<file path="src/rtl/ext_mem_port.sv">
// Bridge from a reqrsp request/response channel to a synchronous single-port SRAM.
// Window-checked addressing, fixed-latency read pipeline and a credit-limited response FIFO.
module ext_mem_port #(
  parameter int unsigned            DATA_WIDTH = 32,
  parameter int unsigned            ADDR_WIDTH = 32,
  parameter logic [ADDR_WIDTH-1:0]  BASE_ADDR  = ADDR_WIDTH'(32'h0000_1000),
  parameter int unsigned            MEM_BYTES  = 32'h0002_0000,
  parameter int unsigned            RD_LATENCY = 1,
  parameter int unsigned            RSP_DEPTH  = 4,
  localparam int unsigned           BE_W       = DATA_WIDTH / 8,
  localparam int unsigned           MEM_AW     = $clog2(MEM_BYTES / BE_W)
) (
  input  logic                  clk_i,
  input  logic                  rst_ni,
  input  logic                  q_valid_i,
  output logic                  q_ready_o,
  input  logic [ADDR_WIDTH-1:0] q_addr_i,
  input  logic                  q_write_i,
  input  logic [DATA_WIDTH-1:0] q_data_i,
  input  logic [BE_W-1:0]       q_strb_i,
  output logic                  p_valid_o,
  input  logic                  p_ready_i,
  output logic [DATA_WIDTH-1:0] p_data_o,
  output logic                  p_error_o,
  output logic                  mem_req_o,
  output logic                  mem_we_o,
  output logic [MEM_AW-1:0]     mem_addr_o,
  output logic [DATA_WIDTH-1:0] mem_wdata_o,
  output logic [BE_W-1:0]       mem_be_o,
  input  logic [DATA_WIDTH-1:0] mem_rdata_i,
  output logic [15:0]           err_cnt_o
);

  localparam int unsigned OFF_W = $clog2(BE_W);
  localparam int unsigned PTR_W = (RSP_DEPTH > 1) ? $clog2(RSP_DEPTH) : 1;
  localparam int unsigned CNT_W = $clog2(RSP_DEPTH + 2);
  localparam int unsigned LAST  = RD_LATENCY - 1;

  logic [ADDR_WIDTH-1:0] addr_aligned;
  logic [ADDR_WIDTH:0]   offset;
  logic                  in_window;
  logic                  handshake;
  logic                  unused_addr_bits;

  logic [RD_LATENCY-1:0] pv_q, pv_d, pr_q, pr_d, pe_q, pe_d;
  logic [DATA_WIDTH:0]   fifo_mem_q [RSP_DEPTH];
  logic [DATA_WIDTH:0]   push_entry;
  logic [PTR_W-1:0]      wr_ptr_q, wr_ptr_d, rd_ptr_q, rd_ptr_d;
  logic [CNT_W-1:0]      fifo_cnt_q, fifo_cnt_d, pipe_cnt, credit_used;
  logic [15:0]           err_cnt_q, err_cnt_d;
  logic                  push, pop;

  // Borrow out of the widened subtraction flags addresses below the base.
  assign addr_aligned     = {q_addr_i[ADDR_WIDTH-1:OFF_W], {OFF_W{1'b0}}};
  assign unused_addr_bits = ^q_addr_i[OFF_W-1:0];
  assign offset           = {1'b0, addr_aligned} - {1'b0, BASE_ADDR};
  assign in_window        = !offset[ADDR_WIDTH] &&
                            (64'(offset[ADDR_WIDTH-1:0]) < 64'(MEM_BYTES));
  assign handshake        = q_valid_i && q_ready_o;

  assign mem_req_o   = handshake && in_window;
  assign mem_we_o    = q_write_i;
  assign mem_addr_o  = offset[OFF_W +: MEM_AW];
  assign mem_wdata_o = q_data_i;
  assign mem_be_o    = q_write_i ? q_strb_i : {BE_W{1'b1}};

  assign push       = pv_q[LAST];
  assign pop        = p_valid_o && p_ready_i;
  assign push_entry = {pe_q[LAST], (pr_q[LAST] && !pe_q[LAST]) ? mem_rdata_i : {DATA_WIDTH{1'b0}}};

  assign p_valid_o   = (fifo_cnt_q != '0);
  assign p_data_o    = p_valid_o ? fifo_mem_q[rd_ptr_q][DATA_WIDTH-1:0] : {DATA_WIDTH{1'b0}};
  assign p_error_o   = p_valid_o && fifo_mem_q[rd_ptr_q][DATA_WIDTH];
  assign credit_used = pipe_cnt + fifo_cnt_q;
  assign q_ready_o   = (credit_used < CNT_W'(RSP_DEPTH));
  assign err_cnt_o   = err_cnt_q;

  always_comb begin
    pv_d     = '0;
    pr_d     = '0;
    pe_d     = '0;
    pipe_cnt = '0;
    pv_d[0]  = handshake;
    pr_d[0]  = !q_write_i;
    pe_d[0]  = !in_window;
    for (int i = 1; i < RD_LATENCY; i++) begin
      pv_d[i] = pv_q[i-1];
      pr_d[i] = pr_q[i-1];
      pe_d[i] = pe_q[i-1];
    end
    for (int i = 0; i < RD_LATENCY; i++) begin
      pipe_cnt = pipe_cnt + CNT_W'(pv_q[i]);
    end
  end

  // Depth need not be a power of two, so pointers wrap explicitly.
  always_comb begin
    wr_ptr_d   = wr_ptr_q;
    rd_ptr_d   = rd_ptr_q;
    fifo_cnt_d = fifo_cnt_q + CNT_W'(push) - CNT_W'(pop);
    err_cnt_d  = err_cnt_q;
    if (push) begin
      wr_ptr_d = (wr_ptr_q == PTR_W'(RSP_DEPTH - 1)) ? '0 : wr_ptr_q + 1'b1;
    end
    if (pop) begin
      rd_ptr_d = (rd_ptr_q == PTR_W'(RSP_DEPTH - 1)) ? '0 : rd_ptr_q + 1'b1;
    end
    if (handshake && !in_window && (err_cnt_q != 16'hFFFF)) begin
      err_cnt_d = err_cnt_q + 16'd1;
    end
  end

  always_ff @(posedge clk_i or negedge rst_ni) begin
    if (!rst_ni) begin
      pv_q       <= '0;
      pr_q       <= '0;
      pe_q       <= '0;
      wr_ptr_q   <= '0;
      rd_ptr_q   <= '0;
      fifo_cnt_q <= '0;
      err_cnt_q  <= '0;
    end else begin
      pv_q       <= pv_d;
      pr_q       <= pr_d;
      pe_q       <= pe_d;
      wr_ptr_q   <= wr_ptr_d;
      rd_ptr_q   <= rd_ptr_d;
      fifo_cnt_q <= fifo_cnt_d;
      err_cnt_q  <= err_cnt_d;
    end
  end

  // Payload storage needs no reset: validity lives in the count.
  always_ff @(posedge clk_i) begin
    if (push) begin
      fifo_mem_q[wr_ptr_q] <= push_entry;
    end
  end

endmodule
</file>
<file path="config.mk">
export PLATFORM = sky130hd
export DESIGN_NAME = ext_mem_port
export DESIGN_NICKNAME = d
export VERILOG_FILES = /design/src/rtl/ext_mem_port.sv
export SDC_FILE = /design/constraint.sdc
export NUM_CORES = 1
export LEC_CHECK = 0
export ABC_CLOCK_PERIOD_IN_PS = 4200
export BUFFER_PORTS_ARGS = -buffer_cell sky130_fd_sc_hd__buf_2
export CORE_MARGIN = 2
export CORE_UTILIZATION = 25
export CTS_CLUSTER_DIAMETER = 200
export DETAILED_ROUTE_END_ITERATION = 8
export HOLD_SLACK_MARGIN = 0.12
export PLACE_DENSITY = 0.55
export SLEW_MARGIN = 20
export SYNTH_ARGS = -nofsm -noshare
export SYNTH_HDL_FRONTEND = slang
export SYNTH_SLANG_ARGS = --single-unit
</file>
<file path="constraint.sdc">
create_clock -name clk_i -period 4.2 [get_ports clk_i]
set_input_delay 0.84 -clock clk_i [delete_from_list [all_inputs] [get_ports clk_i]]
set_output_delay 0.84 -clock clk_i [all_outputs]
set_load 0.02 [all_outputs]
</file>
==> results by stage <==
Power and ir drop:
- Across the VDD grid, the largest voltage drop is 0.2599 mV.
- The analysis attributes to cell leakage a power of 3.048 nW.
- The overall power consumption is 5.547 mW.
- The power density over the cells is 623.2 nW/um2.

Floorplanning:
- Measured along the y axis, the die boundary spans 177.6 um.
- The initial core utilization is 25.42%.
- After floorplanning, the core was sized to cover 29640 um2.
- For this design the top-level I/O count stands at 209.
- The total die area is 31540 um2.
- The placement row count is 63.
- The horizontal die dimension is 177.6 um.

Global route:
- The global routing met1 resource utilization is 13.49%.
- Across every metal layer, demand over resource in global routing totals 10.66%.
- The first-pass GRT wire length is 25330 um.
- The via count of the first global-routing pass was 4488.
- The highest-utilization routing layer at the global route stage is met2.
- The met2 usage in global routing is 17.20%.
- After global routing the overflow that remains totals 0.
- The fraction of met3 tracks used by global routing is 2.978%.
- The initial antenna violation count is 0.
- Entering global routing, the biggest net connects 36 pins.

Clocking:
- Clock latency on the worst-skew pair, taken at its later pin, is 0.42 ns.
- The clock net in this run drives a total of 158 sinks.
- The number of hold buffers added after CTS is 0.
- The number of buffers created by CTS is 17.
- In this run the number of H-tree levels came out at 4.
- The register clock-pin slew on the reported worst setup and hold paths is 0.07 ns.
- The number of buffers on the longest clock path is 2.
- The root cell of the clock tree is sky130_fd_sc_hd__clkbuf_16.
- TritonCTS built the clock tree.
- The buffers inserted during post-CTS setup optimization is 0.

STA:
- The upper clock frequency limit is 247.3 MHz.
- Setup slack on the critical path of the routed design comes to 0.1570 ns.
- The transition time at the pin with the least slew margin is 1.006 ns.
- The final-report max-slew violation count is 0.
- Adding up every negative setup slack in the final design gives 0 ns.
- The share of the cycle needed by the critical path after routing is 96.26%.
- Setup repair after global routing left no endpoint under its margin.
- The post-route clock skew is 0.009485 ns.
- The number of hold-slack violations in the final timing report is 0.
- Setup violations remaining at the end of the flow were counted as 0.
- The routed design could run at a clock period as short as 4.043 ns.
- In this run the tightest slew margin relative to its limit is 32.91%.

Final layout:
- At the end of the flow, the number of nets in the layout was 722.
- The most frequent standard cell in the layout excluding fill and tap cells is sky130_fd_sc_hd__edfxtp_1.
- The growth of design area from synthesis to finish is 18.15%.
- The post-route netlist has 36.35% of its cells at a drive strength greater than 1.
- Counting the fill cells in the layout gives 3031.
- The number of non-filler instances in the completed layout is 1009.
- In the layout the commonest cells are 132 x sky130_fd_sc_hd__edfxtp_1, 121 x sky130_fd_sc_hd__buf_2, 68 x sky130_fd_sc_hd__and2_1.
- The antenna cell count is 0.
- With fillers left out, the area of the finished cells amounts to 8901 um2.

Setup path:
- The critical path startpoint category is an input port.
- STA classifies the critical path endpoint as an output pin.
- The dominant delay contributor by cell family on the critical path is simple AND/OR/NAND/NOR gates.
- In this run the worst path has a maximum fanout of 5.
- The critical path in this run is classified as in2out.
- Data arrives at the worst endpoint at 3.20 ns.
- The critical path goes through buf_2 -> inv_1 -> ha_4 -> nor4b_1 -> nand3b_1 -> a21o_1 -> and2_1 -> or4_4 -> nor2_2 -> buf_4.
- The number of buffers and inverters on the critical path is 3.
- The setup slack of the most critical reg-to-reg path is 1.32 ns.
- On the worst path, the slowest cell contributes a delay of 0.58 ns.
- The critical path data required time is 3.36 ns.
- The slowest cell on the critical path is sky130_fd_sc_hd__or4_4.

Placed design:
- Summing all placed instances gives a cell area of 8323 um2.
- Port buffering added 122 buffers.
- After detailed placement, the design holds a cell count of 977.
- OpenSTA, run right after detailed placement, puts the worst setup slack at -0.008603 ns.
- Detailed placement ended at an HPWL of 10390 um.
- At the end of routability-driven placement, the weighted congestion stood at 0.7820.

Synth:
- Sequential elements use 61.25% of the synthesized area.
- In the synthesized netlist, the number of instances is 520.
- Yosys attributes the largest share of cell area to sky130_fd_sc_hd__edfxtp_1 53%, sky130_fd_sc_hd__mux4_2 9.9%, sky130_fd_sc_hd__dfrtp_1 8.6%.
- The number of different library cells in the post-synthesis netlist is 59.
- The average footprint of a synthesized cell is 14.49 um2.
- The most used flip-flop cell after synthesis is sky130_fd_sc_hd__edfxtp_1.
- The top cell type by total area after synthesis is sky130_fd_sc_hd__edfxtp_1.
- The flop and latch count out of synthesis is 158.
- In this run, synthesis inferred 132 flip-flops with an integrated enable.
- Summing every instance area after synthesis gives 7533 um2.
- The area share of the leading cell type in the synthesized netlist is 52.62%.
- The number of nets in the synthesized netlist is 636.
- The share of synthesized registers carrying an async set or reset is 16.46%.
- The number of synthesis warnings is 0.

Min path:
- The class of the most critical hold timing path is in2async.

Route:
- The DRC violation count after routing is 0.
- The number of antenna-violating nets in the routed design is 0.
- The average vias per placed instance is 4.389.
- For this block, the initial DRC count from the detailed router was 308.
- The first detailed-routing pass took 5 iterations.
- The wire length after detailed routing is 16370 um.
- After detailed routing, the average wire length per cell comes to 16.22 um.
- The routed layout has 4428 vias.

Status:
- The run finished with clean final reports.

Job:
- The number of max-cap violations is 0.
==> cell type report <==
| class | instances | area, um2 | area share [%] |
|---|---|---|---|
| clock buffer | 18 | 429.2 | 4.821 |
| clock inverter | 14 | 133.9 | 1.504 |
| inverter | 16 | 60.06 | 0.6747 |
| multi-input combinational | 281 | 2472 | 27.78 |
| sequential | 158 | 4617 | 51.87 |
| tap | 390 | 488.0 | 5.482 |
| timing repair buffer | 132 | 700.7 | 7.872 |
==> sequential cells by signal, summed over array words and instances (netlist names) <==
| register | count |
|---|---|
| err_cnt_o | 16 |
| fifo_cnt_q | 3 |
| fifo_mem_q | 132 |
| pe_q | 1 |
| pr_q | 1 |
| push | 1 |
| rd_ptr_q | 2 |
| wr_ptr_q | 2 |
==> cell usage after synthesis (4+ instances only) <==
master,count
sky130_fd_sc_hd__nand4_1,7
sky130_fd_sc_hd__o21ai_0,5
sky130_fd_sc_hd__o22ai_1,7
sky130_fd_sc_hd__nand3_1,16
sky130_fd_sc_hd__xor2_1,4
sky130_fd_sc_hd__o41ai_1,7
sky130_fd_sc_hd__nand2b_1,5
sky130_fd_sc_hd__and2_1,72
sky130_fd_sc_hd__clkbuf_1,16
sky130_fd_sc_hd__ha_1,11
sky130_fd_sc_hd__or4_1,5
sky130_fd_sc_hd__a211oi_1,4
sky130_fd_sc_hd__nor4_1,9
sky130_fd_sc_hd__nor2_1,14
sky130_fd_sc_hd__nand2_1,19
sky130_fd_sc_hd__buf_4,43
sky130_fd_sc_hd__inv_1,16
sky130_fd_sc_hd__mux4_2,33
sky130_fd_sc_hd__or3_1,4
sky130_fd_sc_hd__edfxtp_1,132
sky130_fd_sc_hd__nor3_1,6
sky130_fd_sc_hd__dfrtp_1,26
==> logic make-up after synthesis <==
logic type                 Yosys count  synth area share (%)
buffers and inverters               81                 6.228
muxes                               35                 10.16
DFF                                158                 61.25
AOI/OAI and AO/OA                   47                 4.932
adders and majority gates           11                 1.827
and+or+nand+nor                    181                 14.78
xor gates and xnor gates             7                0.8138
==> layer usage <==
metal,vias to the layer above,wire length (um)
li1,2112,-
met1,2159,7365
met2,139,7719
met3,18,1007
met4,0,272
met5,-,0
==> worst paths after layout <==
kind	start	to	depth (start not counted)
max in group asynchronous	rst_ni	rd_ptr_q[0]$_DFFE_PN0P_	1
worst max-delay path	q_addr_i[12]	mem_req_o	10
worst max register to register	push$_DFF_PN0_	err_cnt_o[10]$_DFFE_PN0P_	9
worst min register to register	err_cnt_o[14]$_DFFE_PN0P_	err_cnt_o[14]$_DFFE_PN0P_	1
worst min-delay path	rst_ni	err_cnt_o[2]$_DFFE_PN0P_	1
min in group clk_i	err_cnt_o[14]$_DFFE_PN0P_	err_cnt_o[14]$_DFFE_PN0P_	1
==> what timing repair did <==
action,in CTS,in global routing
setup endpoints to repair,1,1
gates resized for setup,1,2
pin swaps,0,1
==> report_power, final <==
group          internal [mW]  switching, mW  total, mW
Clock                  0.828          0.649       1.48
Sequential              2.01          0.250       2.25
Combinational          0.801           1.01       1.81
Total                   3.63           1.91       5.55
==> worst register-to-register path: stages, from the launching register on <==
cell and delay, ns:
sky130_fd_sc_hd__dfrtp_1 0.46, sky130_fd_sc_hd__ha_1 0.22, sky130_fd_sc_hd__ha_1 0.18, sky130_fd_sc_hd__xnor2_1 0.45, sky130_fd_sc_hd__nand2_1 0.43, sky130_fd_sc_hd__buf_4 0.34
sky130_fd_sc_hd__nor4_1 0.38, sky130_fd_sc_hd__o41ai_1 0.14, sky130_fd_sc_hd__nand3_1 0.10, sky130_fd_sc_hd__o21ai_1 0.06
==> per-stage QoR <==
stage	hold slack, ns	util [%]
global placement	0.5120	28.08
finish	0.4227	30.03
global route	0.4628	30.03
detailed placement	0.5353	28.08
floorplan	0.4766	-
CTS	0.4303	29.99
No activity file was read; power rests on OpenSTA's default activity.
